File: src/rtl/pipe_scoreboard.sv
// pipe_scoreboard: hazard scoreboard that sits beside the ID stage.
// It records which post-ID stages hold a pending register write and decides,
// in the same cycle, whether each ID source is taken from the register file,
// forwarded from a later stage, or must wait (load-use stall).
// A taken branch/jump flushes the youngest in-flight stages.
// A saturating counter records how many cycles were spent stalled.

module pipe_scoreboard #(
  parameter int REG_AW      = 5,
  parameter int STAGES      = 3,
  parameter int ALU_READY   = 1,
  parameter int LOAD_READY  = 2,
  parameter int FLUSH_DEPTH = 1,
  parameter int SEL_W       = 2,
  parameter int CNT_W       = 16
) (
  input  logic              clk,
  input  logic              reset,
  input  logic              id_valid,
  input  logic [REG_AW-1:0] id_rs,
  input  logic              id_rs_used,
  input  logic [REG_AW-1:0] id_rt,
  input  logic              id_rt_used,
  input  logic              id_wr,
  input  logic [REG_AW-1:0] id_rd,
  input  logic              id_is_load,
  input  logic              flush,
  input  logic              cnt_clr,
  output logic              stall,
  output logic [SEL_W-1:0]  fwd_rs_sel,
  output logic [SEL_W-1:0]  fwd_rt_sel,
  output logic [SEL_W:0]    pending_cnt,
  output logic [CNT_W-1:0]  stall_cnt
);

  typedef logic [STAGES:1][REG_AW-1:0] rd_arr_t;

  // Per-stage bookkeeping; index 1 is EX (youngest), index STAGES is WB.
  logic [STAGES:1] r_valid;
  rd_arr_t         r_rd;
  logic [STAGES:1] r_is_load;
  logic [CNT_W-1:0] r_stall_cnt;

  logic [SEL_W:0]   w_rs_look;
  logic [SEL_W:0]   w_rt_look;
  logic             w_stall;
  logic             w_issue;
  logic [STAGES:1]  w_nxt_valid;
  rd_arr_t          w_nxt_rd;
  logic [STAGES:1]  w_nxt_ld;
  logic [SEL_W:0]   w_pend;

  // Search stages youngest-first for a pending write to src.
  // Returns {stall_request, forward_select}. Register 0 never matches because
  // it is hard-wired zero; an unused source never matches either.
  function automatic logic [SEL_W:0] f_lookup(
    input logic [REG_AW-1:0] src,
    input logic              used,
    input logic [STAGES:1]   vld,
    input rd_arr_t           rd,
    input logic [STAGES:1]   ld
  );
    logic [SEL_W-1:0] sel;
    logic             req;
    logic             found;
    sel   = {SEL_W{1'b0}};
    req   = 1'b0;
    found = 1'b0;
    if (used && (src != {REG_AW{1'b0}})) begin
      for (int k = 1; k <= STAGES; k++) begin
        if (!found && vld[k] && (rd[k] == src)) begin
          found = 1'b1;
          // A load's data exists only from LOAD_READY on; ALU results earlier.
          if (k >= (ld[k] ? LOAD_READY : ALU_READY)) begin
            sel = SEL_W'(k);
          end else begin
            req = 1'b1;
          end
        end else begin
          found = found;
        end
      end
    end else begin
      found = 1'b0;
    end
    return {req, sel};
  endfunction

  // Same-cycle forwarding/stall decision from current state and ID inputs.
  always_comb begin
    w_rs_look = f_lookup(id_rs, id_rs_used, r_valid, r_rd, r_is_load);
    w_rt_look = f_lookup(id_rt, id_rt_used, r_valid, r_rd, r_is_load);
    // A flush discards the ID instruction, so it can never be waited on.
    w_stall   = id_valid && (w_rs_look[SEL_W] || w_rt_look[SEL_W]) && !flush;
    // Only a real, non-stalled, non-flushed writer of a nonzero register enters EX.
    w_issue   = id_valid && id_wr && (id_rd != {REG_AW{1'b0}}) && !w_stall && !flush;
  end

  // Next-state of the stage shift register, including bubble/flush handling.
  always_comb begin
    w_nxt_valid    = r_valid;
    w_nxt_rd       = r_rd;
    w_nxt_ld       = r_is_load;
    w_nxt_valid[1] = w_issue;
    w_nxt_rd[1]    = id_rd;
    w_nxt_ld[1]    = id_is_load;
    for (int k = 2; k <= STAGES; k++) begin
      // Entries younger than the branch are killed as they move on.
      if (flush && ((k - 1) <= FLUSH_DEPTH)) begin
        w_nxt_valid[k] = 1'b0;
      end else begin
        w_nxt_valid[k] = r_valid[k-1];
      end
      w_nxt_rd[k] = r_rd[k-1];
      w_nxt_ld[k] = r_is_load[k-1];
    end
  end

  // Count of stages currently holding a pending write.
  always_comb begin
    w_pend = {(SEL_W+1){1'b0}};
    for (int k = 1; k <= STAGES; k++) begin
      w_pend = w_pend + {{SEL_W{1'b0}}, r_valid[k]};
    end
  end

  // Stage registers: advance every cycle; reset drops all entries at once.
  always_ff @(posedge clk or negedge reset) begin
    if (!reset) begin
      r_valid   <= {STAGES{1'b0}};
      r_rd      <= '0;
      r_is_load <= {STAGES{1'b0}};
    end else begin
      r_valid   <= w_nxt_valid;
      r_rd      <= w_nxt_rd;
      r_is_load <= w_nxt_ld;
    end
  end

  // Stall-cycle counter: clear wins over increment, saturates at all-ones.
  always_ff @(posedge clk or negedge reset) begin
    if (!reset) begin
      r_stall_cnt <= {CNT_W{1'b0}};
    end else if (cnt_clr) begin
      r_stall_cnt <= {CNT_W{1'b0}};
    end else if (w_stall && (r_stall_cnt != {CNT_W{1'b1}})) begin
      r_stall_cnt <= r_stall_cnt + {{(CNT_W-1){1'b0}}, 1'b1};
    end else begin
      r_stall_cnt <= r_stall_cnt;
    end
  end

  assign stall       = w_stall;
  assign fwd_rs_sel  = w_rs_look[SEL_W-1:0];
  assign fwd_rt_sel  = w_rt_look[SEL_W-1:0];
  assign pending_cnt = w_pend;
  assign stall_cnt   = r_stall_cnt;

endmodule

File: config.mk
export PLATFORM = sky130hd
export DESIGN_NAME = pipe_scoreboard
export DESIGN_NICKNAME = d
export VERILOG_FILES = /design/src/rtl/pipe_scoreboard.sv
export SDC_FILE = /design/constraint.sdc
export NUM_CORES = 1
export LEC_CHECK = 0
export ABC_AREA = 1
export CORE_MARGIN = 2
export CORE_UTILIZATION = 45
export DETAILED_ROUTE_END_ITERATION = 6
export PLACE_DENSITY_LB_ADDON = 0.1
export SLEW_MARGIN = 20
export SYNTH_ARGS = -nofsm -noshare
export SYNTH_HDL_FRONTEND = slang
export SYNTH_SLANG_ARGS = --single-unit
File: constraint.sdc
create_clock -name clk -period 1.9 [get_ports clk]
set_input_delay 0.57 -clock clk [delete_from_list [all_inputs] [get_ports clk]]
set_output_delay 0.57 -clock clk [all_outputs]
set_load 0.02 [all_outputs]
-- Yosys cells after proc, flatten, opt, wreduce, memory -nomap -nowiden
Cells that the tools add are included.
- output and inout port bits: 24
- register bits after elaboration: 37
- input bits: 24
- logic and storage cells: 89
- $add $sub $neg: 3
- multiplexer cells: 40
- reduce and logical (&&, ||, !) cells: 30
- $lt $le $gt $ge: 3
- equal/unequal tests: 7
- operators by type and width (operator ; count):
    2-to-1 mux 16 bit ; 2
    == test 5 bit ; 6
    2-to-1 mux 2 bit ; 15
    2-to-1 mux 1 bit ; 23
    logical AND 1 bit ; 19
    adder 16 x 1 -> 16 bit, second input constant ; 1
    != test 16 bit, second input constant ; 1
    nonzero test 5 bit ; 3
    logical NOT 1 bit ; 6
    >= comparator 2 bit, first input constant ; 2
    adder 2 x 1 -> 3 bit ; 1
    adder 1 x 1 -> 2 bit ; 1
    >= comparator 1 x 2 -> 1 bit, first input constant ; 1
    nonzero test 2 bit ; 1
    logical OR 1 bit ; 1

-- Longest topological paths before layout
- depth after elaboration: 20
- mapped depth: 12
- gate-level depth less buffers: 11

-- Least setup slack after synthesis
Ideal clock, no wire load.
- kind: input port to output port
- start point: input port id_rt[1]
- end point: output port stall
- buffers on the path: 0
- path slack: -0.280 ns
- stages on the path: 5
- required time: 1.330 ns
- data arrival time: 1.610 ns
- cell sequence: inv_1 -> nor2_1 -> nor3_2 -> nand3_1 -> a21boi_0
- cells in the longest elaborated chain, start to end: 17
- elaborated cells between the ends (all ways): 25
- those cells by class: 3 x eq/ne; 10 x mux; 12 x reduce/logical
- ends and longest elaborated chain (item ; line ; text):
    start: declaration ; 22 ; input logic [REG_AW-1:0] id_rt,
    == test 5 bit ; 71 ; if (!found && vld[k] && (rd[k] == src)) begin
    logical AND 1 bit ; 71 ;
    2-to-1 mux 1 bit ; 71 ;
    2-to-1 mux 1 bit ; 69 ; if (used && (src != {REG_AW{1'b0}})) begin
    logical NOT 1 bit ; 71 ;
    logical AND 1 bit (2 in series) ; 71 ;
    2-to-1 mux 1 bit ; 71 ;
    2-to-1 mux 1 bit ; 69 ;
    logical NOT 1 bit ; 71 ;
    logical AND 1 bit (2 in series) ; 71 ;
    2-to-1 mux 1 bit ; 71 ;
    2-to-1 mux 1 bit (*) ; 69 ;
    logical OR 1 bit (*) ; 94 ; w_stall = id_valid && (w_rs_look[SEL_W] || w_rt_look[SEL_W]) && !flush;
    logical AND 1 bit (*) (2 in series) ; 94 ;
    end: declaration ; 29 ; output logic stall,
Mark *: on every way between the ends. The rest lies on a longest branch, timed or not. The select of a mux whose other input is x is not followed.

-- Worst setup path after layout
- start point: input port id_rt[1]
- end point: output port fwd_rt_sel[1]
- cells in the longest elaborated chain, start to end: 14
- elaborated cells between the ends (all ways): 20
- those cells by class: 3 x eq/ne; 8 x mux; 9 x reduce/logical
- ends and longest elaborated chain (item ; line ; text):
    == test 5 bit ; 71 ;
    logical AND 1 bit ; 71 ;
    2-to-1 mux 1 bit ; 71 ;
    2-to-1 mux 1 bit ; 69 ;
    logical NOT 1 bit ; 71 ;
    logical AND 1 bit (2 in series) ; 71 ;
    2-to-1 mux 1 bit ; 71 ;
    2-to-1 mux 1 bit ; 69 ;
    logical NOT 1 bit ; 71 ;
    logical AND 1 bit (2 in series) ; 71 ;
    2-to-1 mux 2 bit ; 71 ;
    2-to-1 mux 2 bit (*) ; 69 ;
    end: declaration ; 31 ; output logic [SEL_W-1:0] fwd_rt_sel,
Marks and branches as above.

==> flow_metrics.py <==
metrics = {
    "route": {
        "drc": 0,
        "drtAntennaViolNets": 0,
        "num_vias": 2247,
        "via_per_inst": 4.938,
        "drt-total-wl_mm": 6.046,
        "dr.pass1.iters": 4,
        "drtIter0Drc": 110,
        "wl_per_cell_um": 13.29,
    },
    "logic_synthesis": {
        "yosysTopAreaCell": "dfrtp_1",
        "netlist_top_cells_area": "dfrtp_1 39%, nand2_1 11%, nor2_1 6.8%",
        "synth_nets": 325,
        "synth_cell_types": 34,
        "syn_area_per_cell_sq_um": 7.545,
        "syn-cell-area_sq_um": 2256,
        "synth-seq-cells": 35,
        "yosys_warnings": 0,
        "netlist_instances": 299,
        "synth_top_area_share_pct": 38.82,
        "yosysSeqAreaShare_pct": 38.82,
    },
    "place": {
        "numPortBuffers": 46,
        "place_hpwl_mm": 4.321,
        "place.gp.congestion": 0.8631,
        "placedCellCount": 442,
        "place_ws_ns": -1.273,
    },
    "die": {
        "die-area_sq_um": 5596,
        "initial_core_util_pct": 47.14,
        "die_h_um": 74.81,
        "rows": 25,
        "design.core.area_sq_um": 4786,
        "io_pins": 48,
        "die_w_um": 74.81,
    },
    "worst_setup_path": {
        "reg2reg_to": "stall_cnt[10]",
        "worstPathMaxFanout": 2,
        "crit_buf_inv": 3,
        "cp-end-kind": "output port",
        "worst_setup_path_start_kind": "input pin",
        "critical_path_class": "in -> out",
        "crit_family": "simple AND/OR/NAND/NOR gates",
        "r2r_slack_ns": 0.06,
        "critPathMaxStageDelay_ns": 0.16,
        "crit_required_ns": 1.33,
        "r2r-start": "r_rd[4]",
        "critPathSlowestCell": "nor2_2",
        "ff2ff_path_depth": 13,
        "path_cells": "buf_2, buf_6, xor2_1, nor2_1, nand4_1, nor2_2, nand2_1, a21oi_2, buf_4",
        "critPathArrivalTime_ns": 1.70,
    },
    "clocking": {
        "cts-root-buf": "clkbuf_8",
        "clockBufferDepth": 2,
        "cts.sinks": 35,
        "hold_buffers": 0,
        "cts_max_level": 2,
        "cts_tree": "built",
        "worstSkewPairLatency_ns": 0.28,
        "cts_buffers": 5,
        "clk_pin_slew_ns": 0.07,
    },
    "timing": {
        "hold_viol": 0,
        "fin_skew_ns": 0.009505,
        "fin_crit_ns": 2.273,
        "setup_violations": 6,
        "drv_slew": 0,
        "max_freq_mhz": 439.9,
        "finalCritPeriodShare_pct": 119.7,
        "layout_setup_ws_ns": -0.3734,
        "rsz0062_at_grt": "yes",
    },
    "min_path": {
        "holdPathStages": 0,
        "min_from": "r_rd[8]",
        "hold_class": "reg -> reg",
        "hold_end": "r_rd[13]",
    },
    "global_route": {
        "overflow": 0,
        "grt_max_degree": 36,
        "grt_pass1_wl_mm": 9.508,
        "grt_pass1_vias": 2104,
        "antenna_found_initial": 0,
        "track_usage_pct": 22.50,
    },
    "final_layout": {
        "layout_common_cells": "56 x nand2_1, 37 x buf_4, 36 x nor2_1",
        "stdcell_count": 455,
        "nets": 414,
        "syn_to_final_growth_pct": 46.92,
        "drive_above_1_share_pct": 36.34,
        "fin_util_pct": 69.25,
        "final_common_cell": "nand2_1",
        "antenna_cells": 0,
        "fillers": 397,
    },
    "power_and_ir_drop": {
        "power_density_nw_per_um2": 503.9,
        "p_leak_nw": 1.765,
        "peakVddDrop_mv": 0.5943,
        "finalPower_mw": 1.670,
    },
    "flow_run": {
        "maxCapViolCount": 0,
    },
    "outcome": {
        "violations": "negative setup slack",
        "outcome": "finished with violations",
    },
}
==> routing by layer <==
metal,track usage [%],part of all wire [%],vias to the layer above
met5,0,0,-
met4,5.952,1.4,0
met3,4.284,4.3,11
met2,36.28,49,54
met1,31.30,46,1065
li1,-,-,1117
==> per-stage QoR <==
| stage | hold slack [ns] | area, sq um | TNS, ns |
|---|---|---|---|
| floorplan | 0.2744 | 2282 | -0.05075 |
| global placement | 0.4215 | 3058 | -17.07 |
| detailed placement | 0.4177 | 3058 | -17.27 |
| CTS | 0.4344 | 3182 | -1.933 |
| global route | 0.4520 | 3314 | -2.321 |
| finish | 0.4378 | 3314 | -1.812 |
==> power by group <==
group          internal, mW  total [mW]  leakage (nW)  switching [mW]
clock network         0.284       0.546        0.0470           0.262
registers             0.773       0.805         0.445          0.0322
logic                 0.150       0.319          1.27           0.169
==> registers in the layout, summed over array words and instances, names as in the netlist <==
signal / flops
r_is_load: 1
r_rd: 15
r_valid: 3
stall_cnt: 16
==> worst max-delay path by stage <==
| stage | from | end | cells past startpoint |
|---|---|---|---|
| after CTS | r_rd[9] | fwd_rt_sel[1] | 8 |
| after global routing | r_valid[1] | fwd_rt_sel[0] | 11 |
| after detailed placement | id_rt[2] | fwd_rt_sel[0] | 13 |
| after floorplan | id_rt[2] | fwd_rt_sel[0] | 10 |
| after global placement | id_rt[0] | stall | 9 |
| final | id_rt[1] | fwd_rt_sel[1] | 9 |
==> cell usage after synthesis (all sizes together) <==
library cell  count
o22ai             4
a211oi            2
nor2             45
clkbuf            1
fa                1
nand2            90
ha                1
nor3b             1
xnor2             3
dfrtp            35
inv              36
o21ai             4
clkinv            1
nand4             7
a21boi            1
a21oi             5
a31oi             1
conb              1
buf               5
nand3            30
xor2             15
nor3             10
==> timing repair <==
| item | in CTS | in global routing |
|---|---|---|
| pin swaps | 28 | 19 |
| gates resized for setup | 104 | 43 |
| setup endpoints to repair | 31 | 31 |
| setup buffers | 4 | 3 |
==> layout make-up <==
type | count | area, sq um | share of cell area, %
Multi-Input combinational cell | 221 | 1325 | 39.98
Tap cell | 67 | 83.83 | 2.529
Timing Repair Buffer | 88 | 790.8 | 23.86
Clock buffer | 6 | 82.58 | 2.492
Clock inverter | 1 | 5.005 | 0.1510
Inverter | 37 | 146.4 | 4.417
Sequential cell | 35 | 880.8 | 26.58
==> kinds of logic after synthesis <==
kind of cell | after synthesis | synth area share, %
other cells | 1 | 0.1662
flops | 35 | 38.82
simple gates | 183 | 39.77
compound gates | 17 | 4.381
buf+inv | 43 | 8.430
fa+ha+maj | 2 | 1.442
xor+xnor | 18 | 6.989
Note: power is estimated with default switching activity, not from simulation.
==> RTL change 1, RTL diff (same flow settings) <==
Make the reset (`reset`) synchronous in 2 clocked blocks.
--- a/src/rtl/pipe_scoreboard.sv
+++ b/src/rtl/pipe_scoreboard.sv
@@ -127,3 +127,3 @@
   // Stage registers: advance every cycle; reset drops all entries at once.
-  always_ff @(posedge clk or negedge reset) begin
+  always_ff @(posedge clk) begin
     if (!reset) begin
@@ -140,3 +140,3 @@
   // Stall-cycle counter: clear wins over increment, saturates at all-ones.
-  always_ff @(posedge clk or negedge reset) begin
+  always_ff @(posedge clk) begin
     if (!reset) begin
Check against the original RTL: differs if reset is asserted again (counterexample within 4 cycles, from zero or initial values and one cycle with reset low); with reset held inactive, the same outputs for 10 cycles.
==> RTL change 1 against the unedited design <==
Final area decreased by 2.5%; sequential cell count unchanged; utilization is 0.061 points higher; power decreased by 6.4%; routed wire length is 4.6% lower; worst setup slack better by 0.038 ns; area after synthesis decreased by 4.7%; critical path depth is 2 lower; the flow still finishes with violations (setup timing).
==> RTL change 1: results <==
export IMPL_use_met3=0.0414
export IMPL_setup_viol=6
export IMPL_finalWorstSetupSlack_ns=-0.336
export IMPL_route_met3_wl_um=214
export IMPL_avgRoutedWirePerCell_um=12.2
export IMPL_seq_area_frac_synth=0.326
export IMPL_wl_met2_um=3040
export IMPL_crit_slowest_cell="nor3_1"
export IMPL_p_leak_nw=1.61
export IMPL_place_area_um2=2930
export IMPL_drive_gt1_frac=0.313
export IMPL_async_flop_share=0
export IMPL_synth_net_count=364
export IMPL_grt_max_degree=18
export IMPL_failed_checks="setup timing"
export IMPL_grt_met1_usage=0.253
export IMPL_synth_cell_type_count=36
export IMPL_cp_data_arrival_time_ns=1.67
export IMPL_crit_family="buffers and inverters"
export IMPL_dr_first_iter_drc_count=113
export IMPL_status="finished with violations"
export IMPL_grtUsageMet2=0.421
export IMPL_wl_met1_um=2410
export IMPL_viasPerCell=4.86
export IMPL_synth_area_top_cells="dfxtp_1 33%, nand2_1 16%, inv_1 11%, nor2_1 7.3%, xor2_1 4.5%"
export IMPL_worstPathMaxFanout=4
export IMPL_dp_hpwl_um=4290
export IMPL_grt_pass1_vias=2128
==> RTL change 1: cell count changes in the layout (fill, tap and decap cells not counted), moves of 5 or more <==
| cell | before | now |
|---|---|---|
| nand3_1 | 26 | 7 |
| nand2_2 | 32 | 13 |
| dfrtp_1 | 31 | 0 |
| clkdlybuf4s50_1 | 13 | 18 |
| dfxtp_1 | 0 | 26 |
| xor2_1 | 14 | 9 |
| dfxtp_2 | 0 | 6 |
| buf_2 | 7 | 1 |
| nand3_2 | 0 | 5 |
| inv_1 | 24 | 54 |
| nand4_1 | 6 | 14 |
| nand2_1 | 56 | 79 |
==> RTL change 1: kinds of logic (layout without fill, tap and decap cells) <==
group / count (synthesis) / after routing / share of synthesized area
simple gates: 185 / 185 / 0.404
buf+inv: 77 / 157 / 0.137
flops: 35 / 35 / 0.326
xor+xnor: 12 / 12 / 0.0489
other cells: 1 / 1 / 0.00174
compound gates: 26 / 26 / 0.0675
fa+ha+maj: 2 / 2 / 0.0151
==> RTL change 1: path summary, 6_finish.rpt <==
path	from	to	slack, ns	depth (start not counted)
setup reg to reg	stall_cnt[0]	stall_cnt[2]	0.20	10
hold reg to reg	r_rd[4]	r_rd[9]	0.46	2
setup / recovery	id_rt[4]	fwd_rt_sel[1]	-0.34	7
hold / removal	r_rd[4]	r_rd[9]	0.46	2
==> RTL change 1: worst register-to-register path, cell delays in order (launching register included) <==
cell	delay, ns
dfxtp_1	0.36
ha_1	0.17
nand2_1	0.08
nor2_1	0.18
nand2_1	0.13
nor2_2	0.17
nand3_2	0.15
nand4_4	0.18
nand2_1	0.08
nand2_1	0.06
nor2_1	0.04
==> RTL change 1: stage by stage <==
step / worst slack [ns] / instances / power (mW) / TNS [ns]
global route: -0.371 / 472 / 1.64 / -1.85
CTS: -0.308 / 471 / 1.56 / -1.47
global placement: -1.29 / 461 / 0.999 / -15.07
finish: -0.336 / 472 / 1.56 / -1.48
floorplan: -0.123 / 338 / 0.885 / -0.248
detailed placement: -1.32 / 461 / 1.00 / -15.61
==> RTL change 1: final cells by class <==
class	count	area [um2]
well taps	54	67.6
flip-flops and latches	35	719
fillers	424	1430
clock inverters	1	5.00
inverters	73	299
clock buffers	6	82.6
multi-input cells	226	1350
repair buffers	77	709
==> RTL change 1: power by group through the flow <==
stage	sequential, mW	clock (mW)	combinational (mW)
2_1_floorplan	0.778	0	0.107
3_3_place_gp	0.780	0	0.219
3_5_place_dp	0.780	0	0.221
4_1_cts	0.764	0.564	0.237
5_1_grt	0.767	0.592	0.278
6_report	0.765	0.542	0.255
==> RTL change 1: repair_timing <==
item | CTS | global route
gates cloned | 0 | 0
gates resized for setup | 125 | 45
setup endpoints to repair | 28 | 18
setup buffers | 3 | 3
pin swaps | 28 | 22
==> RTL change 2, RTL diff (same settings) <==
Without the edit above. Set the parameter `CNT_W` to 32 (it was 16).
--- a/src/rtl/pipe_scoreboard.sv
+++ b/src/rtl/pipe_scoreboard.sv
@@ -14,3 +14,3 @@
   parameter int SEL_W       = 2,
-  parameter int CNT_W       = 16
+  parameter int CNT_W       = 32
 ) (
Ports: changed (resized stall_cnt); port bits go from 48 to 64. The function was not compared with the original's and may differ.
==> RTL change 2 against the unedited design <==
The run still ends with setup timing left; utilization rose by 0.84 points; clock power rose by 50%; clock skew fell by 0.0030 ns; sequential cell count rose by 16; final area rose by 55%; worst setup slack improved by 0.015 ns; routed wire length rose by 78%; area after synthesis rose by 52%; power rose by 41%.
==> RTL change 2: results <==
export IMPL_seq_area_frac_synth=0.371
export IMPL_p_leak_nw=2.47
export IMPL_port_buffers=62
export IMPL_grtUsageMet2=0.401
export IMPL_cpPeakStageDelay_ns=0.46
export IMPL_status="finished with violations"
export IMPL_grt_usage=0.252
export IMPL_failed_checks="setup timing"
export IMPL_crit_family="buffers and inverters"
export IMPL_grt_max_degree=52
export IMPL_nNetsFinal=666
export IMPL_largest_reg_flops=32
export IMPL_preCtsSetupSlack_ns=-1.29
export IMPL_grt_pass1_vias=3489
export IMPL_placed_cells=706
export IMPL_hp_class="input port to asynchronous set/reset pin"
export IMPL_place_gp_congestion=0.910
export IMPL_place_area_um2=4470
export IMPL_dr_first_iter_drc_count=278
export IMPL_grt_met1_usage=0.351
export IMPL_syn_area_per_cell_um2=6.63
export IMPL_first_pass_iters=5
export IMPL_avgRoutedWirePerCell_um=14.6
export IMPL_synth_common_cells="186 x nand2_1, 79 x nor2_1, 56 x nand3_1, 51 x dfrtp_1, 50 x inv_1"
export IMPL_finalClockSkew_ns=0.00654
export IMPL_drive_gt1_frac=0.293
export IMPL_worstPathMaxFanout=3
export IMPL_vdd_drop_max_mv=0.346
export IMPL_clk_transition_reported_paths_ns=0.09
export IMPL_finalWorstSetupSlack_ns=-0.358
export IMPL_dp_hpwl_um=7150
export IMPL_synth_net_count=544
export IMPL_layoutNonFillerInstCount=740
export IMPL_tns_ns=-9.88
export IMPL_setup_viol=39
export IMPL_crit_slowest_cell="clkdlybuf4s50_1"
export IMPL_use_met3=0.0324
export IMPL_insertion_delay_ns=0.31
export IMPL_synth_cell_type_count=32
==> RTL change 2: cell count changes in the layout (fill, tap and decap cells not counted), moves of 8 or more <==
cell,delta
buf_12,+8
buf_4,+10
dfrtp_1,+17
dlygate4sd2_1,+24
dlymetal6s2s_1,-8
inv_1,+18
nand2_1,+97
nand3_2,+26
nor2_1,+41
==> RTL change 2: layout make-up <==
cell class              count  area (um2)
inverters                  52         208
flip-flops and latches     51        1280
fillers                   613        2190
repair buffers            128        1230
multi-input cells         402        2180
clock inverters             2        35.0
well taps                  99         124
clock buffers               6        82.6
==> RTL change 2: metal layers <==
layer | up-vias | wire, um
li1 | 1867 | -
met1 | 1780 | 4720
met2 | 123 | 5150
met3 | 23 | 623
met4 | 0 | 277
met5 | - | 0
==> RTL change 2: cell families (layout without fill, tap and decap cells) <==
kind of cell,count (synthesis),count (layout),synth area share
DFF,51,51,0.371
adders and majority gates,2,2,0.00947
buffers and inverters,65,188,0.0830
other,1,1,0.00109
and+or+nand+nor,356,356,0.446
xor gates and xnor gates,22,22,0.0561
AOI/OAI and AO/OA,21,21,0.0324
==> RTL change 2: final timing paths <==
kind                             from             to  slack [ns]  cells past startpoint
max reg2reg                   r_rd[3]  stall_cnt[24]       -0.33                     18
min reg2reg                   r_rd[9]       r_rd[14]        0.45                      0
max in group asynchronous       reset  stall_cnt[25]        1.42                      2
min in group clk              r_rd[9]       r_rd[14]        0.45                      0
min                             reset       r_rd[10]        0.22                      2
max                        id_rs_used          stall       -0.36                      6
==> RTL change 2: metrics by stage <==
stage / util / total power, mW
finish: 0.701 / 2.36
global route: 0.701 / 2.47
CTS: 0.663 / 2.36
detailed placement: 0.609 / 1.49
global placement: 0.609 / 1.49
floorplan: - / 1.30
==> RTL change 2: repair_timing <==
action                                  CTS  global route
gates resized for setup                 150            64
endpoints found under the setup margin   72            39
gates cloned                              3             4
pin swaps                                20            24
hold buffers                              0             0
setup buffers                            17             9
==> RTL change 2: power by group through the flow <==
stage	clock, mW	combinational [mW]	sequential [mW]
after floorplan	0	0.133	1.16
final	0.818	0.406	1.14
after CTS	0.834	0.390	1.14
after global routing	0.882	0.444	1.14
after global placement	0	0.334	1.16
after detailed placement	0	0.335	1.16
